==> src/rtl/sp_mem_ctrl.sv <==
// Single-port word memory behind a valid/ready request port with byte strobes,
// registered reads, write-data loopback and an out-of-range trap state.
module sp_mem_ctrl #(
  parameter int unsigned DATA_WIDTH    = 16,
  parameter int unsigned DEPTH         = 12,
  parameter int unsigned ADDR_WIDTH    = 4,
  parameter int unsigned ERR_CNT_WIDTH = 8
) (
  input  logic                      clk,
  input  logic                      reset,
  input  logic                      req_valid,
  output logic                      req_ready,
  input  logic                      rd_wr,
  input  logic [ADDR_WIDTH-1:0]     addr,
  input  logic [DATA_WIDTH-1:0]     wr_data,
  input  logic [DATA_WIDTH/8-1:0]   wr_be,
  input  logic                      out_wr_data_en,
  output logic [DATA_WIDTH-1:0]     rd_data,
  output logic                      rd_valid,
  output logic [DATA_WIDTH-1:0]     out_wr_data,
  output logic                      error,
  output logic [ADDR_WIDTH-1:0]     err_addr,
  output logic [ERR_CNT_WIDTH-1:0]  err_cnt,
  input  logic                      err_clr
);

  localparam int unsigned BE_WIDTH = DATA_WIDTH / 8;
  // One extra bit so DEPTH == 2**ADDR_WIDTH is representable and never traps.
  localparam logic [ADDR_WIDTH:0] DEPTH_W = (ADDR_WIDTH + 1)'(DEPTH);

  typedef enum logic [1:0] {
    ST_IDLE  = 2'd0,
    ST_WRITE = 2'd1,
    ST_READ  = 2'd2,
    ST_ERROR = 2'd3
  } state_t;

  state_t                     state_q, state_d;
  logic [ADDR_WIDTH-1:0]      addr_q, addr_d;
  logic [DATA_WIDTH-1:0]      wr_data_q, wr_data_d;
  logic [BE_WIDTH-1:0]        wr_be_q, wr_be_d;
  logic [DATA_WIDTH-1:0]      rd_data_q, rd_data_d;
  logic                       rd_valid_q, rd_valid_d;
  logic [DATA_WIDTH-1:0]      out_wr_data_q, out_wr_data_d;
  logic                       error_q, error_d;
  logic [ADDR_WIDTH-1:0]      err_addr_q, err_addr_d;
  logic [ERR_CNT_WIDTH-1:0]   err_cnt_q, err_cnt_d;
  logic                       req_ready_q, req_ready_d;

  logic [DATA_WIDTH-1:0]      mem_q [DEPTH];
  logic                       mem_we_c;
  logic [DATA_WIDTH-1:0]      mem_wdata_c;
  logic                       in_range_c;

  assign in_range_c = ({1'b0, addr} < DEPTH_W);

  // Next-state and datapath decode.
  always_comb begin
    state_d       = state_q;
    addr_d        = addr_q;
    wr_data_d     = wr_data_q;
    wr_be_d       = wr_be_q;
    rd_data_d     = rd_data_q;
    rd_valid_d    = 1'b0;
    out_wr_data_d = out_wr_data_q;
    error_d       = error_q;
    err_addr_d    = err_addr_q;
    err_cnt_d     = err_cnt_q;
    mem_we_c      = 1'b0;
    mem_wdata_c   = '0;

    case (state_q)
      ST_IDLE: begin
        if (req_valid) begin
          addr_d    = addr;
          wr_data_d = wr_data;
          wr_be_d   = wr_be;
          if (!in_range_c) begin
            state_d    = ST_ERROR;
            error_d    = 1'b1;
            err_addr_d = addr;
            if (err_cnt_q != '1) begin
              err_cnt_d = err_cnt_q + ERR_CNT_WIDTH'(1);
            end
          end else if (rd_wr) begin
            state_d = ST_WRITE;
          end else begin
            state_d = ST_READ;
          end
        end
      end
      ST_WRITE: begin
        // Read-modify-write merge of the strobed bytes into the stored word.
        mem_we_c    = 1'b1;
        mem_wdata_c = mem_q[addr_q];
        for (int unsigned k = 0; k < BE_WIDTH; k++) begin
          if (wr_be_q[k]) begin
            mem_wdata_c[8*k +: 8] = wr_data_q[8*k +: 8];
          end
        end
        if (out_wr_data_en) begin
          out_wr_data_d = wr_data_q;
        end
        state_d = ST_IDLE;
      end
      ST_READ: begin
        rd_data_d  = mem_q[addr_q];
        rd_valid_d = 1'b1;
        state_d    = ST_IDLE;
      end
      ST_ERROR: begin
        if (err_clr) begin
          error_d = 1'b0;
          state_d = ST_IDLE;
        end
      end
      default: begin
        state_d = ST_IDLE;
      end
    endcase

    req_ready_d = (state_d == ST_IDLE);
  end

  // Control and output registers.
  always_ff @(posedge clk) begin
    if (reset) begin
      state_q       <= ST_IDLE;
      addr_q        <= '0;
      wr_data_q     <= '0;
      wr_be_q       <= '0;
      rd_data_q     <= '0;
      rd_valid_q    <= 1'b0;
      out_wr_data_q <= '0;
      error_q       <= 1'b0;
      err_addr_q    <= '0;
      err_cnt_q     <= '0;
      req_ready_q   <= 1'b1;
    end else begin
      state_q       <= state_d;
      addr_q        <= addr_d;
      wr_data_q     <= wr_data_d;
      wr_be_q       <= wr_be_d;
      rd_data_q     <= rd_data_d;
      rd_valid_q    <= rd_valid_d;
      out_wr_data_q <= out_wr_data_d;
      error_q       <= error_d;
      err_addr_q    <= err_addr_d;
      err_cnt_q     <= err_cnt_d;
      req_ready_q   <= req_ready_d;
    end
  end

  // Storage array; reset wipes every word and cancels a pending write.
  always_ff @(posedge clk) begin
    if (reset) begin
      for (int unsigned i = 0; i < DEPTH; i++) begin
        mem_q[i] <= '0;
      end
    end else if (mem_we_c) begin
      mem_q[addr_q] <= mem_wdata_c;
    end
  end

  assign req_ready   = req_ready_q;
  assign rd_data     = rd_data_q;
  assign rd_valid    = rd_valid_q;
  assign out_wr_data = out_wr_data_q;
  assign error       = error_q;
  assign err_addr    = err_addr_q;
  assign err_cnt     = err_cnt_q;

endmodule

==> config.mk <==
export PLATFORM = sky130hd
export DESIGN_NAME = sp_mem_ctrl
export DESIGN_NICKNAME = d
export VERILOG_FILES = /design/src/rtl/sp_mem_ctrl.sv
export SDC_FILE = /design/constraint.sdc
export NUM_CORES = 1
export LEC_CHECK = 0
export ABC_AREA = 1
export BUFFER_PORTS_ARGS = -buffer_cell sky130_fd_sc_hd__buf_2
export CAP_MARGIN = 25
export CORE_MARGIN = 1.5
export CORE_UTILIZATION = 45
export CTS_BUF_LIST = sky130_fd_sc_hd__clkbuf_16
export DETAILED_ROUTE_END_ITERATION = 6
export PLACE_DENSITY_LB_ADDON = 0.08
export SYNTH_ARGS = -nofsm -noshare
export SYNTH_HDL_FRONTEND = slang
export SYNTH_SLANG_ARGS = --single-unit
==> constraint.sdc <==
create_clock -name clk -period 5.8 [get_ports clk]
set_clock_uncertainty 0.05 [all_clocks]
set_input_delay 0.29 -clock clk [delete_from_list [all_inputs] [get_ports clk]]
set_output_delay 0.29 -clock clk [all_outputs]
set_load 0.02 [all_outputs]
# Word level (Yosys, flattened, before mapping)
# Memory sizes are Yosys's and may differ from the RTL's. A register that Yosys moved wholly into a read port is not among the register bits.
# Cells that the tools add are included.
# word_totals
register_bits,71
mem_bits_rw,192
inputBits,28
elab_cells,56
memories,1
# classes
n_addsub,1
n_lt_le_gt_ge,1
eq_ne,7
mux,24
n_bitwise,1
reduce_logical,10
# memory_table
memory,words,width,read_ports,rd_clocked_by_memory_dff,write_ports,line,text
mem_q,12,16,1,1,12,50,logic [DATA_WIDTH-1:0] mem_q [DEPTH];
# op_table
operator,count
$mux 16,2
$mux 8,2
$reduce_or 16->1,1
$mux 4,3
$mux 1,11
$add 8x1->8 const B,1
$mux 2,4
$ne 8x8->1 const B,1
$reduce_and 4->1,2
$ne 2x2->1 const B,3
$pmux 2 s3,1
$eq 2x2->1 const B,2
$logic_not 2->1,2
$lt 4x4->1 const B,1
$reduce_and 2->1,2
$reduce_and 3->1,1
$eq 2x1->1 const B,1
$pmux 1 s2,1
$reduce_bool 2->1,1
$reduce_or 2->1,1
$not 1->1,1

# Longest topological paths before layout
# depth
depth_word,7
mapped_depth,12

# Least setup slack after synthesis
# No wires, ideal clock.
# synth_timing
path_kind,register to register
from,register state_q[0]
to,"memory mem_q[1][0], enable pin"
arrival_time_ns,1.589
required_time_ns,5.378
slack_ns,3.790
path_stages_with_launch,10
n_path_buf,1
cell_sequence,dfxtp_1 -> inv_1 -> nor2_4 -> inv_2 -> nor2_4 -> nand2_1 -> inv_2 -> nand2_1 -> buf_2 -> nand2_1
# synth_rtl
item,line,text
"start, declared",38,"state_t state_q, state_d;"
"start signal, assigned",140,state_q <= state_d;
"end, declared",50,

==> impl_results.md <==
* Status: completed
* Standard cell core area at 33,360 sq um
* Signal arrival time at the worst endpoint at 3.50 ns
* Switching share of total power at 25.62%
* Antenna cells at 0
* Wire length per cell at 18.70 microns
* Count of unique library cells instantiated by Yosys at 27
* CP max FO at 32
* Worst setup timing slack at the placement stage at 2.616 ns
* Overall global routing resource usage at 24.23%
* Sequential fraction of design power at 48.5%
* Sequential element share of the synthesized area at 60.48%
* Initial cell density of the core at 45.54%
* Final net count at 1,814
* Synthesized area at 15,190 sq um
* Via/cell ratio at 5.038
* Share of total power in the clock network at 41.1%
* Maximum root-to-sink buffer count at 3
* Remaining design rule violation count at 0
* Vertical die dimension at 186.7 microns
* Syn_nets at 1,766
* Leakage power figure at 7.366 nW
* TritonCTS clock tree: built
* Max-capacitance violation count at 0
* Filler Cell Count at 3,276
* Top post-synthesis cells by area: edfxtp_1, nand2_1, dfxtp_1, nand3_1, nor2_1
* 1st-pass router iterations at 7
* CTS buffer count at 38
* Initial drt markers at 845
* Relative max-transition margin at 31.94%
* Largest area contributor in the synthesized netlist: edfxtp_1
* Sw power at 1.408 mW
* Final setup vio count at 0
* Weighted congestion reported at the end of routability-driven placement at 0.7970
* I/O Pins at 75
* Fin crit share at 55.12%
* Total wire length at 42,290 microns
* Internal Dissipation at 4.086 mW
* Largest net degree at the start of global routing at 60
* Slack of the critical path at 2.603 ns
* Multi-input logic area at 4369 sq um
* Floorplan die width at 186.7 microns
* Antenna violations before repair at 0
* Number of routed nets with antenna violations at 0
* Full die area at 34,870 sq um
* Clock-pin slew on the worst setup and hold paths at 0.06 ns
* Crit end category: flop
* Post-Synthesis Mean Instance Area at 8.747 sq um
* Detailed placer's ending HPWL at 25,390 microns
* Cell Pwr Density at 323.4 nW/um^2
* Warning count from the yosys run at 0
* Sum of negative setup slack at 0 ns
* Clock tree root buffer cell: clkbuf_16
* Footprint of the flip-flops and latches at 9194 sq um
* Global-route wire length before repair at 64,440 microns
* Count of vias placed by the detailed router at 11.39k
* Via count of the first global-routing pass at 10.78k
* Worst hold path type: input pin to flop
* Fraction of power consumed by combinational cells at 10.4%
* Final hold violations at 0
* Number of levels in the clock H-tree at 2
* Achievable frequency at 0.3128 GHz
* Count of port buffers added during placement at 74
* Total gr overflow at 0
* Min Tclk post-route at 3.197 ns
* Number of cells upsized or downsized after cts at 0
* Synthesis-to-layout area growth at 11.80%
* Instance count of the mapped netlist at 1,737
* Share of final-layout standard cells stronger than drive strength 1 at 9.156%
* Yosys top cell area share at 50.60%
* Slew of the pin with the lowest slew margin at 1.018 ns
* Slew Limit Fails at 0
* Number of rows in the core area at 67
* Unrepaired setup endpoints after global routing: false
* Peak VDD IR at 0.2549 mV
* Number of flip-flops and latches in the synthesized netlist at 331
* Required arrival time at the worst endpoint at 6.10 ns
* Category of the most critical setup path: flop to flop
* Insertion delay to the later sink of the worst-skew pair at 0.53 ns
* CP Launch Type: flop
* Clock tree sinks at 331
cell usage in the layout, fill, tap and decap left out:
cell type,instances
dfxtp_2,1
or2_2,1
inv_1,266
bufinv_16,1
nand2_2,7
inv_2,8
xor2_1,1
nor3_1,2
nand4_1,3
clkbuf_16,41
nor2_1,280
nand2_1,415
dfxtp_1,73
o211ai_1,1
nor2_4,2
ha_1,1
a21oi_1,49
inv_4,1
buf_2,74
nand3_1,228
nor3_4,1
dfxtp_4,1
o21ai_0,41
o21bai_1,1
clkinv_1,11
nor2_2,1
dlygate4sd3_1,18
buf_4,18
xnor2_1,1
clkinv_2,9
edfxtp_1,256
metal layers:
layer	track usage (%)	part of all wire (%)
met5	0	0
met4	7.754	2.8
met2	40.03	47
met1	33.06	45
met3	3.404	5.2
logic make-up after synthesis:
group	count (synthesis)	share of synthesized area (%)
and+or+nand+nor	940	25.50
AOI/OAI and AO/OA	92	3.064
buffers and inverters	371	10.76
DFF	331	60.48
xor gates and xnor gates	2	0.1153
adders and majority gates	1	0.08234
state kept, by name, summed over array words and instances (netlist names), named ones only:
signal,count
out_wr_data,16
state_q,2
err_cnt,8
rd_valid,1
wr_data_q,16
rd_data,16
addr_q,4
err_addr,4
wr_be_q,2
error,1
req_ready,1
mem_q,256
power by group through the flow:
stage | sequential (mW) | clock (mW) | combinational [mW]
after CTS | 2.67 | 2.29 | 0.574
after detailed placement | 2.72 | 0 | 0.563
after global placement | 2.71 | 0 | 0.560
final | 2.67 | 2.26 | 0.572
after floorplan | 2.71 | 0 | 0.382
after global routing | 2.67 | 2.38 | 0.633
cell usage after synthesis, drive strengths merged:
master / instances
a21oi: 49
buf: 80
clkbuf: 22
clkinv: 3
dfxtp: 75
edfxtp: 256
ha: 1
inv: 266
nand2: 422
nand3: 228
nand4: 3
nor2: 283
nor3: 3
o211ai: 1
o21ai: 41
o21bai: 1
or2: 1
xnor2: 1
xor2: 1
cell type report:
type	count	area share, %
flip-flops and latches	331	54.12
multi-input cells	1035	25.72
clock buffers	41	6.040
inverters	269	5.959
repair buffers	110	4.037
well taps	448	3.300
clock inverters	27	0.8176
worst max-delay path: stages, from the launching register on:
cell,delay (ns)
dfxtp_2,0.31
buf_4,0.25
inv_2,0.47
buf_4,0.51
nand3_1,0.13
nand3_1,0.10
nand3_1,0.23
nand3_1,0.17
nand2_1,0.49
inv_1,0.29
path summary, 6_finish.rpt:
path | start | endpoint | slack [ns] | depth (start not counted)
hold / removal | wr_be[1] | wr_be_q[1]$_SDFFE_PP0P_ | 0.03 | 3
hold reg to reg | out_wr_data[13]$_SDFFE_PP0P_ | out_wr_data[13]$_SDFFE_PP0P_ | 0.41 | 2
setup / recovery | flop | mem_q[14][11]$_DFFE_PP_ | 2.60 | 9
setup reg to reg | flop | mem_q[14][11]$_DFFE_PP_ | 2.60 | 9
metrics by stage:
stage	total power [mW]	instance area, sq um	instances	utilization, %	hold WS (ns)
finish	5.494	16990	2261	50.91	0.02507
global route	5.684	16990	2261	50.91	0.04974
CTS	5.527	16990	2261	50.91	0.01115
detailed placement	3.279	15640	2175	46.88	0.4034
global placement	3.274	15640	2175	46.88	0.4000
floorplan	3.094	15190	1737	-	0.3749
repair_timing:
| action | 4_1_cts | 5_1_grt |
|---|---|---|
| hold endpoints to repair | 18 | 0 |
| setup buffers | 0 | 0 |
| hold buffers | 18 | 0 |
Power figures use the tool's default switching activity.
